$ cat src/rtl/rv_pkg.sv
// Shared RV32 pipeline definitions: opcodes, ALUOp encodings and the
// control bundle carried from ID into EX.
package rv_pkg;
    localparam int REG_IDX_W = 5;

    localparam logic [6:0] OP_RI   = 7'b0110011;
    localparam logic [6:0] OP_LW   = 7'b0000011;
    localparam logic [6:0] OP_SW   = 7'b0100011;
    localparam logic [6:0] OP_BLT  = 7'b1100011;
    localparam logic [6:0] OP_ADDI = 7'b0010011;
    localparam logic [6:0] OP_NOP  = 7'b0000000;

    localparam logic [1:0] ALU_ADD   = 2'b00;
    localparam logic [1:0] ALU_RTYPE = 2'b10;
    localparam logic [1:0] ALU_BLT   = 2'b11;

    typedef struct packed {
        logic       alu_src;
        logic       mem_to_reg;
        logic       mem_read;
        logic       mem_write;
        logic       branch;
        logic       reg_write;
        logic [1:0] alu_op;
    } ctrl_t;
endpackage

$ cat src/rtl/hazard_detect.sv
// Load-use hazard detector: a load in EX whose destination is read by the
// instruction in ID forces a one-cycle hold. A taken-branch flush overrides.
module hazard_detect
    import rv_pkg::*;
(
    input  logic                 ex_mem_read,
    input  logic [REG_IDX_W-1:0] ex_rd,
    input  logic [REG_IDX_W-1:0] id_rs1,
    input  logic [REG_IDX_W-1:0] id_rs2,
    input  logic                 id_active,
    input  logic                 uses_rs2,
    input  logic                 flush,
    output logic                 stall
);
    logic rs1_hit, rs2_hit;

    assign rs1_hit = (ex_rd == id_rs1);
    assign rs2_hit = uses_rs2 && (ex_rd == id_rs2);
    // x0 is never a real producer, so a load to x0 cannot create a dependency
    assign stall   = ex_mem_read && (ex_rd != '0) && id_active && !flush
                     && (rs1_hit || rs2_hit);
endmodule

$ cat src/rtl/id_ex_stage.sv
// ID/EX pipeline register with load-use bubble insertion, branch flush and
// saturating debug counters for both event types.
module id_ex_stage
    import rv_pkg::*;
#(
    parameter int XLEN  = 32,
    parameter int CNT_W = 16
) (
    input  logic                 clk,
    input  logic                 rst_n,
    input  logic                 id_alu_src,
    input  logic                 id_mem_to_reg,
    input  logic                 id_mem_read,
    input  logic                 id_mem_write,
    input  logic                 id_branch,
    input  logic                 id_reg_write,
    input  logic [1:0]           id_alu_op,
    input  logic [XLEN-1:0]      id_rs1_data,
    input  logic [XLEN-1:0]      id_rs2_data,
    input  logic [XLEN-1:0]      id_imm,
    input  logic [XLEN-1:0]      id_pc,
    input  logic [REG_IDX_W-1:0] id_rs1,
    input  logic [REG_IDX_W-1:0] id_rs2,
    input  logic [REG_IDX_W-1:0] id_rd,
    input  logic [3:0]           id_funct,
    input  logic                 flush,
    output logic                 stall,
    output logic                 ex_alu_src,
    output logic                 ex_mem_to_reg,
    output logic                 ex_mem_read,
    output logic                 ex_mem_write,
    output logic                 ex_branch,
    output logic                 ex_reg_write,
    output logic [1:0]           ex_alu_op,
    output logic [XLEN-1:0]      ex_rs1_data,
    output logic [XLEN-1:0]      ex_rs2_data,
    output logic [XLEN-1:0]      ex_imm,
    output logic [XLEN-1:0]      ex_pc,
    output logic [REG_IDX_W-1:0] ex_rs1,
    output logic [REG_IDX_W-1:0] ex_rs2,
    output logic [REG_IDX_W-1:0] ex_rd,
    output logic [3:0]           ex_funct,
    output logic [CNT_W-1:0]     bubble_cnt,
    output logic [CNT_W-1:0]     flush_cnt
);
    ctrl_t                ctrl_d, ctrl_q;
    logic [XLEN-1:0]      rs1_data_q, rs2_data_q, imm_q, pc_q;
    logic [REG_IDX_W-1:0] rs1_q, rs2_q, rd_q;
    logic [3:0]           funct_q;
    logic [CNT_W-1:0]     bubble_cnt_q, flush_cnt_q;
    logic                 id_active, uses_rs2, stall_w;

    assign id_active = id_reg_write | id_mem_write | id_branch;
    assign uses_rs2  = ~id_alu_src | id_mem_write;

    // NOPs carry a decoder ALUOp that may be undefined; pin it to ADD
    always_comb begin
        ctrl_d            = '0;
        ctrl_d.alu_src    = id_alu_src;
        ctrl_d.mem_to_reg = id_mem_to_reg;
        ctrl_d.mem_read   = id_mem_read;
        ctrl_d.mem_write  = id_mem_write;
        ctrl_d.branch     = id_branch;
        ctrl_d.reg_write  = id_reg_write;
        ctrl_d.alu_op     = id_active ? id_alu_op : ALU_ADD;
    end

    hazard_detect u_hazard (
        .ex_mem_read (ctrl_q.mem_read),
        .ex_rd       (rd_q),
        .id_rs1      (id_rs1),
        .id_rs2      (id_rs2),
        .id_active   (id_active),
        .uses_rs2    (uses_rs2),
        .flush       (flush),
        .stall       (stall_w)
    );

    always_ff @(posedge clk or negedge rst_n) begin
        if (!rst_n) begin
            ctrl_q       <= '0;
            rs1_data_q   <= '0;
            rs2_data_q   <= '0;
            imm_q        <= '0;
            pc_q         <= '0;
            rs1_q        <= '0;
            rs2_q        <= '0;
            rd_q         <= '0;
            funct_q      <= '0;
            bubble_cnt_q <= '0;
            flush_cnt_q  <= '0;
        end else begin
            // Bubble only clears what EX acts on; operand fields are don't-care
            if (flush || stall_w) begin
                ctrl_q <= '0;
                rd_q   <= '0;
            end else begin
                ctrl_q     <= ctrl_d;
                rs1_data_q <= id_rs1_data;
                rs2_data_q <= id_rs2_data;
                imm_q      <= id_imm;
                pc_q       <= id_pc;
                rs1_q      <= id_rs1;
                rs2_q      <= id_rs2;
                rd_q       <= id_rd;
                funct_q    <= id_funct;
            end
            if (flush && !(&flush_cnt_q))
                flush_cnt_q <= flush_cnt_q + CNT_W'(1);
            if (stall_w && !(&bubble_cnt_q))
                bubble_cnt_q <= bubble_cnt_q + CNT_W'(1);
        end
    end

    assign stall         = stall_w;
    assign ex_alu_src    = ctrl_q.alu_src;
    assign ex_mem_to_reg = ctrl_q.mem_to_reg;
    assign ex_mem_read   = ctrl_q.mem_read;
    assign ex_mem_write  = ctrl_q.mem_write;
    assign ex_branch     = ctrl_q.branch;
    assign ex_reg_write  = ctrl_q.reg_write;
    assign ex_alu_op     = ctrl_q.alu_op;
    assign ex_rs1_data   = rs1_data_q;
    assign ex_rs2_data   = rs2_data_q;
    assign ex_imm        = imm_q;
    assign ex_pc         = pc_q;
    assign ex_rs1        = rs1_q;
    assign ex_rs2        = rs2_q;
    assign ex_rd         = rd_q;
    assign ex_funct      = funct_q;
    assign bubble_cnt    = bubble_cnt_q;
    assign flush_cnt     = flush_cnt_q;
endmodule

$ cat config.mk
export PLATFORM = sky130hd
export DESIGN_NAME = id_ex_stage
export DESIGN_NICKNAME = d
export VERILOG_FILES = /design/src/rtl/rv_pkg.sv /design/src/rtl/hazard_detect.sv /design/src/rtl/id_ex_stage.sv
export SDC_FILE = /design/constraint.sdc
export NUM_CORES = 1
export LEC_CHECK = 0
export ABC_AREA = 1
export CORE_MARGIN = 3
export CORE_UTILIZATION = 43
export DETAILED_ROUTE_END_ITERATION = 16
export PLACE_DENSITY = 0.83
export SYNTH_ARGS = -nofsm -noshare
export SYNTH_HDL_FRONTEND = slang
export SYNTH_SLANG_ARGS = --single-unit
$ cat constraint.sdc
create_clock -name clk -period 2 [get_ports clk]
set_input_delay 0.5 -clock clk [delete_from_list [all_inputs] [get_ports clk]]
set_output_delay 0.5 -clock clk [all_outputs]
set_load 0.02 [all_outputs]
==> results by group <==
CTS
  • CTS clk-pin slew, worst paths: roughly 0.070 ns
  • CTS tree: yes
  • Htree depth: 4
  • Total CTS buffers: 17
  • Clock root buffer: clkbuf_16
  • Worst-Skew Late Latency: around 0.43 ns
  • Clock tree buffer depth: 2
  • Clk sinks: 187

Timing
  • PnR worst setup slack: -0.08984 ns
  • Fin crit period: between 2 and 2.5 ns
  • Final count of pins violating max slew: 0
  • Peak Freq: around 480 MHz
  • Final Cycle Share: 104.5%
  • Final setup fails: 1
  • Final Hold Vio Count: 0
  • Relative slew slack: 67.87%
  • Final Skew: 0.01258 ns
  • Worst slew pin tran: just under 0.5 ns
  • RSZ-0062 raised after global routing: yes

Min path
  • Worst hold path type: in -> async

Floorplan
  • Initial core utilization: 44.79%
  • Num rows: 49
  • Die area: just over 20000 µm²
  • Core area: roughly 18000 µm²
  • Die Span Y: between 100 and 150 µm
  • Die width: approximately 140 µm
  • Ports: 346

Place
  • Area after DPL: about 12000 µm²
  • Gp weighted congestion: a little over 0.9
  • I/O Buffers: approximately 350
  • DPL Wire Length: slightly below 20000 µm

Route
  • Total number of vias: around 8000
  • DRC Markers: 0
  • Starting DRT DRC Count: roughly 510
  • Post-route ant nets: 0
  • Post-Route WL: 26520 µm
  • Vias per cell: approximately 5
  • Avg WL per Cell: 16.75 µm
  • Router iterations before antenna repair: 5

Logic synthesis
  • Synth async-reset ratio: 100.0%
  • Warning count from the yosys run: 0
  • Main area contributors after synthesis: dfrtp_1 57%, nand2_1 19%, nand3_1 10%
  • Flop and latch count out of synthesis: around 190
  • Synth Net Count: 1146
  • Synth top area share: 56.99%
  • Gate Count Post-Synth: 986
  • Largest area contributor in the netlist: dfrtp_1
  • Syn Std Cell Area: between 8000 and 9000 µm²
  • Syn Area/Cell: between 8 and 9 µm²
  • Top-count cell post-synth: nand2_1
  • Most used DFF post-synth: dfrtp_1
  • Sequential area share after synthesis: around 57%
  • Commonest cells in the netlist: 417 x nand2_1, 187 x dfrtp_1, 164 x nand3_1, 44 x inv_1, 43 x nor2_1
  • Synth unique cells: 26
  • Post-synth EDFFs: 0

Critical path
  • WP data required: around 1.5 ns
  • Reg-to-Reg Start: ex_rd[2]
  • CP max stage delay: between 0.5 and 0.6 ns
  • CP max FO: 2
  • Startpoint Class: primary input
  • Crit path DAT: 1.59 ns
  • WS Path Type: in -> out
  • FF-to-FF End: ex_rs2_data[4]
  • CP Cell Sequence: clkdlybuf4s50_1, inv_4, nand3_2, nor2_4, nand2_4, inv_2, buf_6
  • Reg2reg path depth: 9
  • Flop2flop setup slack: about 0.19 ns
  • Endpoint type of the worst setup path: output port
  • Slowest stage cell, crit path: clkdlybuf4s50_1

Global routing
  • Final global-route overflow total: 0
  • Total track usage: 24.83%
  • Initial antenna violation count: 0
  • Vias in the first global route: approximately 8000
  • Largest net degree at the start of global routing: between 60 and 70
  • First-pass GRT wire length: between 40000 and 50000 µm

Power and ir drop
  • VDD IR max: roughly 0.6 mV
  • Power density over cell area: roughly 800 nW/µm²
  • Static Leakage: about 6.4 nW

Finish
  • Post-layout util: 69.55%
  • Synthesis-to-finish area growth: 55.29%
  • FF/Latch Area: ~4700 µm²
  • Design area: between 10000 and 15000 µm²
  • # nets final: about 1500
  • Fillers: roughly 1500
  • Fraction of layout cells with a size suffix above 1: 7.761%
  • Area of the multi-input gates: 3104 µm²

Job
  • MaxCap Viol Count: 0

Outcome
  • Status: complete, but fails checks
  • Violated checks: setup timing
==> cells in the final DEF (no fill, tap or decap), drive strengths merged <==
cell / netlist / layout
nor2: 45 / 45
buf: 31 / 45
clkbuf: 22 / 18
xor2: 11 / 11
nand3b: 2 / 2
nand4: 25 / 25
and2: 1 / 1
bufinv: 0 / 2
clkdlybuf4s50: 0 / 293
diode: 0 / 1
nor3: 6 / 6
xnor2: 7 / 7
o21ai: 11 / 11
ha: 2 / 2
dlymetal6s2s: 0 / 7
dfrtp: 187 / 187
inv: 50 / 56
nand2: 420 / 420
dlygate4sd2: 0 / 43
nand3: 165 / 165
nor3b: 1 / 1
clkinv: 0 / 6
==> per-stage QoR <==
stage / std cells / hold WS, ns / total power (W) / setup WS, ns / TNS, ns
after floorplan: 986 / 0.2044 / 0.005473 / 0.08613 / 0
after global placement: 1547 / 0.4526 / 0.006869 / -0.6470 / -61.72
after detailed placement: 1547 / 0.4570 / 0.006912 / -0.6680 / -63.18
after CTS: 1578 / 0.01396 / 0.01034 / -0.1148 / -0.1148
after global routing: 1582 / 0.02948 / 0.01071 / -0.1253 / -0.1253
final: 1583 / 0.006499 / 0.01027 / -0.08984 / -0.08984
==> where the power goes <==
part | switching, W | internal [W]
sequential | 0.000286 | 0.00414
combinational | 0.00124 | 0.00112
clock | 0.00159 | 0.00190
total | 0.00312 | 0.00716
==> cell families after synthesis <==
kind of cell               Yosys count  share of synthesized area (%)
and+or+nand+nor                    665                          34.41
DFF                                187                          56.99
buffers and inverters              103                          5.699
xor gates and xnor gates            18                          1.920
AOI/OAI and AO/OA                   11                         0.6705
adders and majority gates            2                         0.3047
==> cell type report <==
cell class / count / share of cell area (%)
flip-flops and latches: 187 / 36.75
diodes: 1 / 0.01963
clock inverters: 14 / 1.413
inverters: 50 / 1.492
well taps: 229 / 2.247
repair buffers: 389 / 30.39
multi-input cells: 696 / 24.35
clock buffers: 17 / 3.337
==> critical path: cells and delay by family <==
family                 cells  cell delay [ns]
and+or+nand+nor            3             0.32
buffers and inverters      4             0.76
==> metal layers <==
| metal | GRT usage [%] | wire length, µm |
|---|---|---|
| met2 | 42.26 | 13200 |
| met4 | 9.966 | 903 |
| met5 | 0 | 0 |
| met3 | 8.730 | 2469 |
| met1 | 28.74 | 9944 |
==> timing repair <==
item	in CTS	in global routing
gates resized for setup	58	19
pin swaps	6	5
endpoints found under the setup margin	150	75
buffers inserted	0	4
hold buffers	0	0
==> worst max path at each step <==
stage | cells after the start | endpoint | slack [ns] | start
2_1_floorplan | 7 | stall | 0.09 | id_mem_write
3_3_place_gp | 10 | stall | -0.65 | id_rs1[0]
3_5_place_dp | 10 | stall | -0.67 | id_rs2[2]
4_1_cts | 10 | stall | -0.11 | id_mem_write
5_1_grt | 9 | stall | -0.13 | ex_rd[2]
6_report | 7 | stall | -0.09 | flush
Power figures use the tool's default switching activity.
